`src/rtl/ppu_cpu_bridge.sv`:
```
// CPU-side register bridge for picoPPU: synchronises 65C02 strobes, decodes eight
// byte registers, drives auto-incrementing VRAM/OAM accesses and the vblank NMI.
module ppu_cpu_bridge #(
    parameter int MEM_AW      = 16,
    parameter int OAM_AW      = 8,
    parameter int OAM_BYTES   = 2,
    parameter int SYNC_STAGES = 2,
    parameter int NMI_PULSE   = 16,
    parameter int MEM_STRIDE  = 32
) (
    input  logic                   clk,
    input  logic                   reset_n,
    input  logic                   cs,
    input  logic                   we_b,
    input  logic [2:0]             reg_select,
    input  logic [7:0]             data_in,
    output logic [7:0]             data_out,
    output logic                   data_oe,
    input  logic                   v_blank,
    output logic                   cpu_nmi,
    output logic                   rendering,
    output logic [MEM_AW-1:0]      mem_addr,
    output logic [7:0]             mem_dout,
    output logic                   mem_we,
    output logic                   mem_re,
    input  logic [7:0]             mem_din,
    output logic [OAM_AW-1:0]      oam_addr,
    output logic [8*OAM_BYTES-1:0] oam_dout,
    output logic                   oam_we
);

    localparam int OW  = 8 * OAM_BYTES;
    localparam int NCW = $clog2(NMI_PULSE + 1);

    typedef enum logic [1:0] {ST_IDLE, ST_COMMIT, ST_POST} state_t;
    typedef enum logic [1:0] {OP_NONE, OP_MEMW, OP_MEMR, OP_OAMW} op_t;

    logic                   ws_raw, rs_raw;
    logic [SYNC_STAGES-1:0] ws_sync_q, rs_sync_q;
    logic                   ws_prev_q, rs_prev_q;
    logic                   ws_s, rs_s, ws_fall, rs_fall, new_edge;
    logic [2:0]             cap_reg_q;
    logic [7:0]             cap_data_q;

    logic                   pend_valid_q, pend_valid_d;
    logic                   pend_wr_q, pend_wr_d;
    logic [2:0]             pend_reg_q, pend_reg_d;
    logic [7:0]             pend_data_q, pend_data_d;

    state_t                 state_q, state_d;
    op_t                    op_q, op_d;
    logic [4:0]             ctrl_q, ctrl_d;
    logic [MEM_AW-1:0]      mem_addr_q, mem_addr_d, mem_inc;
    logic [7:0]             mem_dout_q, mem_dout_d;
    logic [7:0]             read_buf_q, read_buf_d;
    logic [OAM_AW-1:0]      oam_addr_q, oam_addr_d;
    logic [OW-1:0]          oam_dout_q, oam_dout_d;
    logic [1:0]             byte_cnt_q, byte_cnt_d;
    logic                   vblank_flag_q, vblank_flag_d;
    logic                   v_blank_prev_q, vb_rise;
    logic [NCW-1:0]         nmi_cnt_q, nmi_cnt_d;
    logic                   nmi_done_q, nmi_done_d;
    logic                   nmi_wr_trig;

    logic                   exec, ex_wr;
    logic [2:0]             ex_reg;
    logic [7:0]             ex_data;

    assign ws_raw   = cs & ~we_b;
    assign rs_raw   = cs & we_b;
    assign ws_s     = ws_sync_q[SYNC_STAGES-1];
    assign rs_s     = rs_sync_q[SYNC_STAGES-1];
    assign ws_fall  = ws_prev_q & ~ws_s;
    assign rs_fall  = rs_prev_q & ~rs_s;
    assign new_edge = ws_fall | rs_fall;
    assign vb_rise  = v_blank & ~v_blank_prev_q;
    assign mem_inc  = ctrl_q[4] ? MEM_AW'(MEM_STRIDE) : MEM_AW'(1);

    always_comb begin
        state_d       = state_q;
        op_d          = op_q;
        ctrl_d        = ctrl_q;
        mem_addr_d    = mem_addr_q;
        mem_dout_d    = mem_dout_q;
        read_buf_d    = read_buf_q;
        oam_addr_d    = oam_addr_q;
        oam_dout_d    = oam_dout_q;
        byte_cnt_d    = byte_cnt_q;
        vblank_flag_d = vblank_flag_q;
        pend_valid_d  = pend_valid_q;
        pend_wr_d     = pend_wr_q;
        pend_reg_d    = pend_reg_q;
        pend_data_d   = pend_data_q;
        nmi_cnt_d     = nmi_cnt_q;
        nmi_done_d    = nmi_done_q;
        nmi_wr_trig   = 1'b0;
        exec          = 1'b0;
        ex_wr         = 1'b0;
        ex_reg        = 3'd0;
        ex_data       = 8'd0;

        // A pending access always goes before a freshly arrived one.
        if (state_q == ST_IDLE) begin
            if (pend_valid_q) begin
                exec         = 1'b1;
                ex_wr        = pend_wr_q;
                ex_reg       = pend_reg_q;
                ex_data      = pend_data_q;
                pend_valid_d = 1'b0;
            end else if (new_edge) begin
                exec    = 1'b1;
                ex_wr   = ws_fall;
                ex_reg  = cap_reg_q;
                ex_data = cap_data_q;
            end
        end

        if (new_edge && (state_q != ST_IDLE || pend_valid_q)
                     && (state_q == ST_IDLE || !pend_valid_q)) begin
            pend_valid_d = 1'b1;
            pend_wr_d    = ws_fall;
            pend_reg_d   = cap_reg_q;
            pend_data_d  = cap_data_q;
        end

        if (exec) begin
            if (ex_wr) begin
                case (ex_reg)
                    3'd0: begin
                        ctrl_d = ex_data[4:0];
                        nmi_wr_trig = !ctrl_q[2] && ex_data[2] && vblank_flag_q && !nmi_done_q;
                    end
                    3'd1: mem_addr_d = MEM_AW'({mem_addr_q, ex_data});
                    3'd2: begin
                        mem_dout_d = ex_data;
                        state_d    = ST_COMMIT;
                        op_d       = OP_MEMW;
                    end
                    3'd3: begin
                        oam_addr_d = OAM_AW'(ex_data);
                        byte_cnt_d = 2'd0;
                    end
                    3'd4: begin
                        oam_dout_d = OW'({oam_dout_q, ex_data});
                        if (byte_cnt_q == 2'(OAM_BYTES - 1)) begin
                            byte_cnt_d = 2'd0;
                            state_d    = ST_COMMIT;
                            op_d       = OP_OAMW;
                        end else begin
                            byte_cnt_d = byte_cnt_q + 2'd1;
                        end
                    end
                    default: ;
                endcase
            end else begin
                case (ex_reg)
                    3'd0: begin
                        vblank_flag_d = 1'b0;
                        byte_cnt_d    = 2'd0;
                    end
                    3'd2: begin
                        state_d = ST_COMMIT;
                        op_d    = OP_MEMR;
                    end
                    default: ;
                endcase
            end
        end

        case (state_q)
            ST_COMMIT: state_d = ST_POST;
            ST_POST: begin
                if (op_q == OP_MEMR) read_buf_d = mem_din;
                if ((op_q == OP_MEMR || op_q == OP_MEMW) && ctrl_q[1])
                    mem_addr_d = mem_addr_q + mem_inc;
                if (op_q == OP_OAMW && ctrl_q[0])
                    oam_addr_d = oam_addr_q + OAM_AW'(1);
                state_d = ST_IDLE;
                op_d    = OP_NONE;
            end
            default: ;
        endcase

        // A vblank edge coinciding with a status-read commit leaves the flag set.
        if (vb_rise) begin
            vblank_flag_d = 1'b1;
            nmi_done_d    = 1'b0;
        end

        if (nmi_cnt_q != '0) nmi_cnt_d = nmi_cnt_q - NCW'(1);
        if (((vb_rise && ctrl_q[2]) || nmi_wr_trig) && nmi_cnt_q == '0) begin
            nmi_cnt_d  = NCW'(NMI_PULSE);
            nmi_done_d = 1'b1;
        end
    end

    always_ff @(posedge clk) begin
        if (!reset_n) begin
            ws_sync_q      <= '0;
            rs_sync_q      <= '0;
            ws_prev_q      <= 1'b0;
            rs_prev_q      <= 1'b0;
            cap_reg_q      <= 3'd0;
            cap_data_q     <= 8'd0;
            pend_valid_q   <= 1'b0;
            pend_wr_q      <= 1'b0;
            pend_reg_q     <= 3'd0;
            pend_data_q    <= 8'd0;
            state_q        <= ST_IDLE;
            op_q           <= OP_NONE;
            ctrl_q         <= 5'd0;
            mem_addr_q     <= '0;
            mem_dout_q     <= 8'd0;
            read_buf_q     <= 8'd0;
            oam_addr_q     <= '0;
            oam_dout_q     <= '0;
            byte_cnt_q     <= 2'd0;
            vblank_flag_q  <= 1'b0;
            v_blank_prev_q <= 1'b0;
            nmi_cnt_q      <= '0;
            nmi_done_q     <= 1'b0;
        end else begin
            ws_sync_q      <= {ws_sync_q[SYNC_STAGES-2:0], ws_raw};
            rs_sync_q      <= {rs_sync_q[SYNC_STAGES-2:0], rs_raw};
            ws_prev_q      <= ws_s;
            rs_prev_q      <= rs_s;
            if (ws_s) begin
                cap_reg_q  <= reg_select;
                cap_data_q <= data_in;
            end else if (rs_s) begin
                cap_reg_q  <= reg_select;
            end
            pend_valid_q   <= pend_valid_d;
            pend_wr_q      <= pend_wr_d;
            pend_reg_q     <= pend_reg_d;
            pend_data_q    <= pend_data_d;
            state_q        <= state_d;
            op_q           <= op_d;
            ctrl_q         <= ctrl_d;
            mem_addr_q     <= mem_addr_d;
            mem_dout_q     <= mem_dout_d;
            read_buf_q     <= read_buf_d;
            oam_addr_q     <= oam_addr_d;
            oam_dout_q     <= oam_dout_d;
            byte_cnt_q     <= byte_cnt_d;
            vblank_flag_q  <= vblank_flag_d;
            v_blank_prev_q <= v_blank;
            nmi_cnt_q      <= nmi_cnt_d;
            nmi_done_q     <= nmi_done_d;
        end
    end

    // Read data is purely combinational so the CPU sees it within its own bus cycle.
    always_comb begin
        data_out = 8'hFF;
        if (rs_raw) begin
            case (reg_select)
                3'd0:    data_out = {vblank_flag_q, 7'b0};
                3'd1:    data_out = mem_addr_q[7:0];
                3'd2:    data_out = read_buf_q;
                3'd3:    data_out = 8'(oam_addr_q);
                3'd4:    data_out = oam_dout_q[7:0];
                default: data_out = 8'hFF;
            endcase
        end
    end

    assign data_oe   = rs_raw;
    assign cpu_nmi   = (nmi_cnt_q == '0);
    assign rendering = ctrl_q[3];
    assign mem_addr  = mem_addr_q;
    assign mem_dout  = mem_dout_q;
    assign oam_addr  = oam_addr_q;
    assign oam_dout  = oam_dout_q;
    assign mem_we    = (state_q == ST_COMMIT) && (op_q == OP_MEMW);
    assign mem_re    = (state_q == ST_COMMIT) && (op_q == OP_MEMR);
    assign oam_we    = (state_q == ST_COMMIT) && (op_q == OP_OAMW);

endmodule

```
`config.mk`:
```
export PLATFORM = sky130hd
export DESIGN_NAME = ppu_cpu_bridge
export DESIGN_NICKNAME = d
export VERILOG_FILES = /design/src/rtl/ppu_cpu_bridge.sv
export SDC_FILE = /design/constraint.sdc
export NUM_CORES = 1
export LEC_CHECK = 0
export CAP_MARGIN = 25
export CORE_MARGIN = 2
export CORE_UTILIZATION = 51
export DETAILED_ROUTE_END_ITERATION = 10
export GPL_TIMING_DRIVEN = 0
export PLACE_DENSITY_LB_ADDON = 0.15
export RECOVER_POWER = 100
export REMOVE_ABC_BUFFERS = 1
export SYNTH_ARGS = -nofsm -noshare
export SYNTH_HDL_FRONTEND = slang
export SYNTH_SLANG_ARGS = --single-unit
```
`constraint.sdc`:
```
create_clock -name clk -period 2.78 [get_ports clk]
set_input_delay 0.834 -clock clk [delete_from_list [all_inputs] [get_ports clk]]
set_output_delay 0.834 -clock clk [all_outputs]
set_load 0.01 [all_outputs]
```
==> results.md, run 1 <==
- The area growth from synthesis to layout is 20.2%.
- The worst slew slack as a fraction of its limit is 47.3%.
- The register clock-pin slew on the reported worst setup and hold paths is 100 ps.
- The average routed wire per standard cell is 18.0 µm.
- Tracing the worst setup path back leads to its startpoint at reg_select[2].
- The first global-routing pass estimated 24200 µm of wire.
- Derived from the worst setup path, the maximum achievable clock frequency is 0.373 GHz.
- The worst setup path is captured at an output pin.
- From left edge to right edge, the die measures 108 µm.
- Summing all flip-flop and latch instances after layout gives 2100 µm².
- The highest metal layer with signal wires is met4.
- After synthesis, the mean cell area works out to 8.35 µm².
- The start point of the worst hold path is rs_sync_q[0].
- Detailed placement ended at an HPWL of 10700 µm.
- The final antenna-violating net count is 0.
- Setup violations remaining at the end of the flow were counted as 0.
- The worst setup path is of the in2out kind.
- The number of buffers added to fix hold violations after cts is 0.
- The boundary pin count is 86.
- The TritonCTS clock tree is done.
- The count of state elements after synthesis is 105.
- The area enclosed by the die boundary is 11700 µm².
- The via count of the first global-routing pass came to 4670.
- The synthesized instance count is 660.
- Summing over every cut layer, the via total after detailed routing is 5155.
- The leakage power total is 2.52 nW.
- The hold violation total from the final report is 0.
- The count of H-tree levels built during CTS is 3.
- In this run the vertical extent of the chip is 108 µm.
- The initial antenna violation count came to 0.
- Of the post-synthesis cell area, the dominant cell type holds 38.1%.
- The multi-input gate area in the final layout is 3170 µm².
- The count of buffers inserted at the top-level ports is 85.
- After floorplanning, the core was divided into 37 placement rows.
- IR analysis of the VDD net gives a maximum drop of 0.397 mV.
- After global routing the overflow that remains totals 0.
- The startpoint identified for the worst register-to-register timing path is state_q[0].
- Dividing the final minimum period by the clock period gives 96.5%.
- The final critical path time including I/O delays and setup is 2680 ps.
- In this run the worst path has a maximum fanout of 21.
- In the final layout, the share of cells above drive strength 1 is 8.97%.
- The standard cell core area is 10400 µm².
- The number of DRC markers in iteration 0 is 278.
- The tree is rooted in a sky130_fd_sc_hd__clkbuf_8.
- The repair_antennas step left the layout with diodes totalling 0.
- The cell taking the most area after synthesis is sky130_fd_sc_hd__dfxtp_1.
- The wire length the detailed router placed on met1 is 6740 µm.
- At the worst endpoint, the required time is 1950 ps.
- The met2 wire length is 7510 µm.
- The maximum root-to-sink buffer count is 2.
- Sequential cells were found to cover 38.1% of the synthesized design area.
- The max-cap check violation count is 0.
- Ranked by total cell area, the synthesized netlist is headed by sky130_fd_sc_hd__dfxtp_1 (38%), sky130_fd_sc_hd__mux2i_1 (7.3%), sky130_fd_sc_hd__a21oi_1 (5.7%).
- Entering global routing, the biggest net connects 49 pins.
- The number of nets in the layout is 756.
- The share of synthesized flip-flops with an asynchronous set or reset is 0%.
- In this run the power density over the cells is 490 nW/µm².
- For this run, the number of standard cells in the final layout without fillers is 861.
- For this configuration, the core starts out at a cell density of 52.9%.
- Counting the buffers created by CTS gives 9.
- Clock latency on the worst-skew pair, taken at its later pin, is 400 ps.
- The hold slack is 448 ps.
- The count of yosys warnings during synthesis is 0.
- The post-route DRC violation count is 0.
- Setup repair after global routing left no endpoint under its margin.
- The critical path data arrival time is 1850 ps.
- By instance count, the leading cell after synthesis is sky130_fd_sc_hd__dfxtp_1.
- The final routed wirelength across all metal layers is 15500 µm.
- The worst clock skew on the final layout is 10.1 ps.
- Using the TritonRoute via totals, the vias-per-cell ratio works out to 5.99.
- Routability-driven placement finished with a final weighted congestion of 0.906.
- For the pin with the worst max-slew slack, the measured transition is 788 ps.
- For this run, the leading register cell type out of synthesis is sky130_fd_sc_hd__dfxtp_1.
- The number of slew-limit violations in the final report came to 0.
- The count of flip-flops with a built-in enable after synthesis is 0.
- The flow ran to the end, and the final reports show no timing, DRC or antenna violations.
- Global routing used 26.8% of the available tracks across all layers.
- The worst setup path is launched from an input port.
- The layout has 946 filler cells.
- The CTS sink count is 105.
- The count of placed standard cells including taps is 840.
- Sorting the synthesized cells by how often they occur yields sky130_fd_sc_hd__dfxtp_1 (105), sky130_fd_sc_hd__nand2_1 (73), sky130_fd_sc_hd__nor2_1 (66).
- The area of the mapped netlist is 5510 µm².
- Counting distinct cell types in the post-synthesis netlist gives 68.
- The min-delay analysis places its worst path in the category reg2reg.
- The wire length on met3 is 795 µm.
- The pre-antenna-repair detailed-routing pass consisted of 5 iterations.
[cell usage in the layout, fill, tap and decap left out, types with 9 or more instances in the layout]
cell,count
sky130_fd_sc_hd__dfxtp_1,103
sky130_fd_sc_hd__nand2_1,73
sky130_fd_sc_hd__nor2_1,66
sky130_fd_sc_hd__a21oi_1,64
sky130_fd_sc_hd__dlygate4sd3_1,52
sky130_fd_sc_hd__nand3_1,47
sky130_fd_sc_hd__mux2i_1,40
sky130_fd_sc_hd__o21ai_0,22
sky130_fd_sc_hd__clkdlybuf4s50_1,19
sky130_fd_sc_hd__inv_1,13
sky130_fd_sc_hd__ha_1,10
sky130_fd_sc_hd__clkbuf_8,10
sky130_fd_sc_hd__and2_1,9
[path summary, 6_finish.rpt]
kind | to | slack (ps) | depth (start not counted)
hold reg to reg | rs_sync_q[1] | 450 | 1
setup / recovery | data_out[3] | 100 | 5
setup reg to reg | oam_addr[2] | 190 | 7
hold / removal | rs_sync_q[1] | 450 | 1
[report_power, final]
group	total, mW	switching [mW]	internal (mW)	leakage (nW)
combinational	0.551	0.318	0.233	1.56
clock	1.09	0.560	0.535	0.113
sequential	1.60	0.0498	1.55	0.850
[per-layer routing]
layer	track usage [%]	vias up
met4	9.62	0
li1	-	2496
met1	35.0	2477
met2	44.0	154
met3	5.42	28
met5	0	-
[flip-flops by register name, summed over array words and instances (netlist names), 8 cells and up]
| register | flops |
|---|---|
| mem_addr | 16 |
| oam_dout | 16 |
| cap_data_q | 8 |
| mem_dout | 8 |
| oam_addr | 8 |
| pend_data_q | 8 |
| read_buf_q | 8 |
[metrics by stage]
stage	TNS [ps]	worst slack, ps	total power [mW]	util, %	instance area, µm²
floorplan	0	287	1.98	-	5300
global placement	-132830	-1790	2.14	60.7	6320
detailed placement	-16120	-1120	2.17	61.3	6380
CTS	0	4.69	3.25	63.6	6620
global route	0	30.9	3.38	63.6	6630
finish	0	98.0	3.25	63.6	6630
[cells by family after synthesis]
logic type / after synthesis / synth area share, %
fa+ha+maj: 13 / 2.90
flops: 105 / 38.1
buf+inv: 60 / 4.95
compound gates: 173 / 22.5
mux: 42 / 7.87
simple gates: 256 / 21.9
xor+xnor: 11 / 1.75
[cell type report]
type                    count  share of cell area, %
well taps                 136                   2.57
repair buffers             93                   13.5
clock buffers              10                   2.08
clock inverters             6                   1.36
inverters                  16                  0.906
multi-input cells         495                   47.8
flip-flops and latches    105                   31.7
[repair_timing]
action | CTS | global route
pin swaps | 1 | 1
buffers inserted | 4 | 1
endpoints found under the setup margin | 54 | 70
gates resized for setup | 58 | 15
[worst max-delay path, cell delays in order]
cell and delay [ps]:
sky130_fd_sc_hd__clkbuf_4 260, sky130_fd_sc_hd__nor2b_2 240, sky130_fd_sc_hd__a22oi_1 110, sky130_fd_sc_hd__o221ai_1 220, sky130_fd_sc_hd__clkbuf_1 190
No activity file was read; power rests on OpenSTA's default activity.
==> run 2, diff against run 1 <==
--- a/config.mk
+++ b/config.mk
@@ -7,7 +7,7 @@
 export LEC_CHECK = 0
 export CAP_MARGIN = 25
 export CORE_MARGIN = 2
-export CORE_UTILIZATION = 51
+export CORE_UTILIZATION = 50
 export DETAILED_ROUTE_END_ITERATION = 10
 export GPL_TIMING_DRIVEN = 0
 export PLACE_DENSITY_LB_ADDON = 0.15
==> constraint.sdc (replaced) <==
create_clock -name clk -period 2.91 [get_ports clk]
set_input_delay 0.873 -clock clk [delete_from_list [all_inputs] [get_ports clk]]
set_output_delay 0.873 -clock clk [all_outputs]
set_load 0.05 [all_outputs]
==> run 2 against run 1 <==
Net effect:
- routed wire length grew 1.1%
- final cell count down 0.23%
- highest routed layer unchanged
- largest power group unchanged
- design area is 0.89% lower
- critical path depth shrank 2
- combinational power grew 3%
- worst hold slack got worse by 5.5 ps
- die area rose by 1.9%
- worst setup slack lost 66 ps
==> results.md, run 2 (synthesized netlist as in run 1, its figures left out) <==
- The proportion of layout cells with a drive suffix above 1 is 7.93% (was 8.97%).
- The CTS sink count was 105 (unchanged).
- The leakage power total is 2.48 nW (was 2.52 nW).
- The final routed wirelength across all metal layers is 15600 µm (was 15500 µm).
- The critical path data arrival time is 2010 ps (was 1850 ps).
- The via count of the first global-routing pass came to 4697 (was 4670).
- The worst IR drop on VDD is 0.367 mV (was 0.397 mV).
- The number of DRC markers in iteration 0 is 394 (was 278).
- The count of H-tree levels built during CTS is 3 (unchanged).
- The count of placed standard cells in the final layout, fillers left out is 859 (was 861).
- The insertion delay to the later sink of the worst-skew pair is 390 ps (was 400 ps).
- The leftover overflow at the end of global routing is 0 (unchanged).
- Commonest cells after routing, fill and taps aside: sky130_fd_sc_hd__dfxtp_1 (103), sky130_fd_sc_hd__nand2_1 (73), sky130_fd_sc_hd__nor2_1 (66) (unchanged).
- The worst-path cell with the longest stage delay is sky130_fd_sc_hd__clkdlybuf4s50_1 (was sky130_fd_sc_hd__clkbuf_4).
- The count of buffer and inverter cells on the critical path is 2 (unchanged).
- The post-route DRC violation count is 0 (unchanged).
- The final antenna-violating net count is 0 (unchanged).
- The total vias in the final route is 5241 (was 5155).
- The aggregate global-route resource usage is 27.1% (was 26.8%).
- The total chip power is 3.12 mW (was 3.25 mW).
- The post-placement setup slack came to -1330 ps (was -1120 ps).
- The worst clock skew on the final layout is 11.4 ps (was 10.1 ps).
- The maximum root-to-sink buffer count was 2 (unchanged).
- The fraction of power spent switching nets is 29.4% (was 28.6%).
- The most common cell after layout, fill and taps aside was sky130_fd_sc_hd__dfxtp_1 (unchanged).
- The hold violation total from the final report was 0 (unchanged).
- The fmax is 0.347 GHz.
- The internal power contribution is 2.20 mW (was 2.32 mW).
- The number of placement rows came to 38 (was 37).
- The cell area power density came to 474 nW/µm² (was 490 nW/µm²).
- The wire length of the first global-routing pass was 24700 µm (was 24200 µm).
- The peak fanout along the critical path was 9 (was 21).
- The share of power burned in registers is 48.9% (was 49.3%).
- The type of the worst min-delay path is reg2reg (unchanged).
- The post-route cell area came to 6570 µm² (was 6630 µm²).
- The worst slew slack as a fraction of its limit came to 31.8% (was 47.3%).
- The minimum setup slack in the final design is 32.0 ps (was 98.0 ps).
- The capturing element type of the critical path is an output pin (unchanged).
- The post-DP HPWL was 11000 µm (was 10700 µm).
- The TritonCTS clock tree is done (unchanged).
- The initial antenna violation count came to 0 (unchanged).
- The final number of setup-violating endpoints is 0 (unchanged).
- The count of placed standard cells including taps is 844 (was 840).
- The transition time at the pin with the least slew margin is 1020 ps (was 788 ps).
- The boundary pin count is 86 (unchanged).
- The maximum number of pins on one net before global-route repair is 44 (was 49).
- The depth of the worst hold-timing path is 1 (unchanged).
- The area enclosed by the die boundary is 11900 µm² (was 11700 µm²).
- Status: complete, no violations (unchanged).
- The maximum cell stage delay along the critical path was 500 ps (was 260 ps).
- The cell area after placement is 6390 µm² (was 6380 µm²).
- The average routed wire per standard cell was 18.2 µm (was 18.0 µm).
- The relative area change from synthesis to final layout is 19.2% (was 20.2%).
- Cell-by-cell trace of the critical path: clkdlybuf4s50_1, and2_4, clkdlybuf4s15_2 (was clkbuf_4, nor2b_2, a22oi_1, o221ai_1, clkbuf_1).
- The root buffer selected by CTS is sky130_fd_sc_hd__clkbuf_8 (unchanged).
- Counting I/O delays and the setup requirement, the final critical path takes 2880 ps.
- The number of slew-limit violations in the final report is 0 (unchanged).
- The average via count per standard cell is 6.10 (was 5.99).
- The logic depth of the worst path, buffers included came to 3 (was 5).
- The portion of total power attributed to combinational logic is 18.2% (was 17.0%).
- The CTS buffer count is 9 (unchanged).
- The number of nets in the layout is 751 (was 756).
- The final weighted congestion in routability-driven placement came to 0.893 (was 0.906).
- The total setup buffers inserted after CTS is 0 (was 4).
- The count of buffers inserted at the top-level ports was 85 (unchanged).
- The cell family contributing the most delay on the critical path is buffers and inverters (unchanged).
- The initial core utilization is 51.1% (was 52.9%).
- Setup repair after global routing missed its margin: no (unchanged).
- The total net switching power is 916 µW (was 928 µW).
- The max-cap check violation count came to 0 (unchanged).
- The number of buffers added to fix hold violations after cts is 0 (unchanged).
- The register clock-pin slew on the reported worst setup and hold paths is 100 ps (about the same).
- The standard cell core area came to 10800 µm² (was 10400 µm²).
- The logic depth of the worst register-to-register path is 6 (was 7).
- The hold slack came to 442 ps (was 448 ps).
- The part of the total power dissipated in the clock network was 32.9% (was 33.7%).
- After layout, the worst path uses 98.9% of the clock period.
- The final antenna diode count is 0 (unchanged).
- The startpoint class of the critical path is an input port (unchanged).
- The die outline height came to 109 µm (was 108 µm).
- The die boundary width was 109 µm (was 108 µm).
- The data required time of the critical path is 2040 ps (was 1950 ps).
- The start-to-end type of the worst setup path is in2out (unchanged).
- The number of fill cells was 978 (was 946).
- The number of detailed-routing iterations run before antenna repair is 6 (was 5).
[run 2: path summary, 6_finish.rpt]
check | start | endpoint | slack [ps]
worst max register to register | rs_sync_q[1] | pend_wr_q | 240
worst min register to register | ws_sync_q[0] | ws_sync_q[1] | 440
worst min-delay path | ws_sync_q[0] | ws_sync_q[1] | 440
worst max-delay path | we_b | data_oe | 30
[run 2: per-layer routing]
metal,GRT usage [%],part of all wire [%],vias up
li1,-,-,2476
met1,35.7,44,2549
met2,43.6,47,177
met3,5.56,6.1,39
met4,10.6,3.4,0
met5,0,0,-
[run 2: area by class of cell]
class / count / area, µm² / area share [%]
Multi-Input combinational cell: 495 / 3160 / 48.0
Sequential cell: 105 / 2100 / 32.0
Timing Repair Buffer: 88 / 856 / 13.0
Tap cell: 140 / 175 / 2.67
Clock buffer: 11 / 141 / 2.15
Clock inverter: 4 / 77.6 / 1.18
Inverter: 16 / 60.1 / 0.914
[run 2: power by group through the flow]
stage | clock [mW] | combinational, mW | sequential (mW)
3_5_place_dp | 0 | 0.575 | 1.56
3_3_place_gp | 0 | 0.542 | 1.55
6_report | 1.03 | 0.566 | 1.53
4_1_cts | 1.05 | 0.564 | 1.53
2_1_floorplan | 0 | 0.392 | 1.55
5_1_grt | 1.09 | 0.611 | 1.53
[run 2: through the flow]
stage / utilization [%] / setup TNS (ps)
CTS: 61.0 / 0
global placement: 58.6 / -127810
global route: 60.9 / 0
floorplan: - / -360
finish: 60.9 / 0
detailed placement: 59.2 / -12560
[run 2: repair_timing]
action | 4_1_cts | 5_1_grt
hold endpoints to repair | 0 | 0
gates resized for setup | 68 | 16
setup endpoints to repair | 35 | 49
cloned | 0 | 0
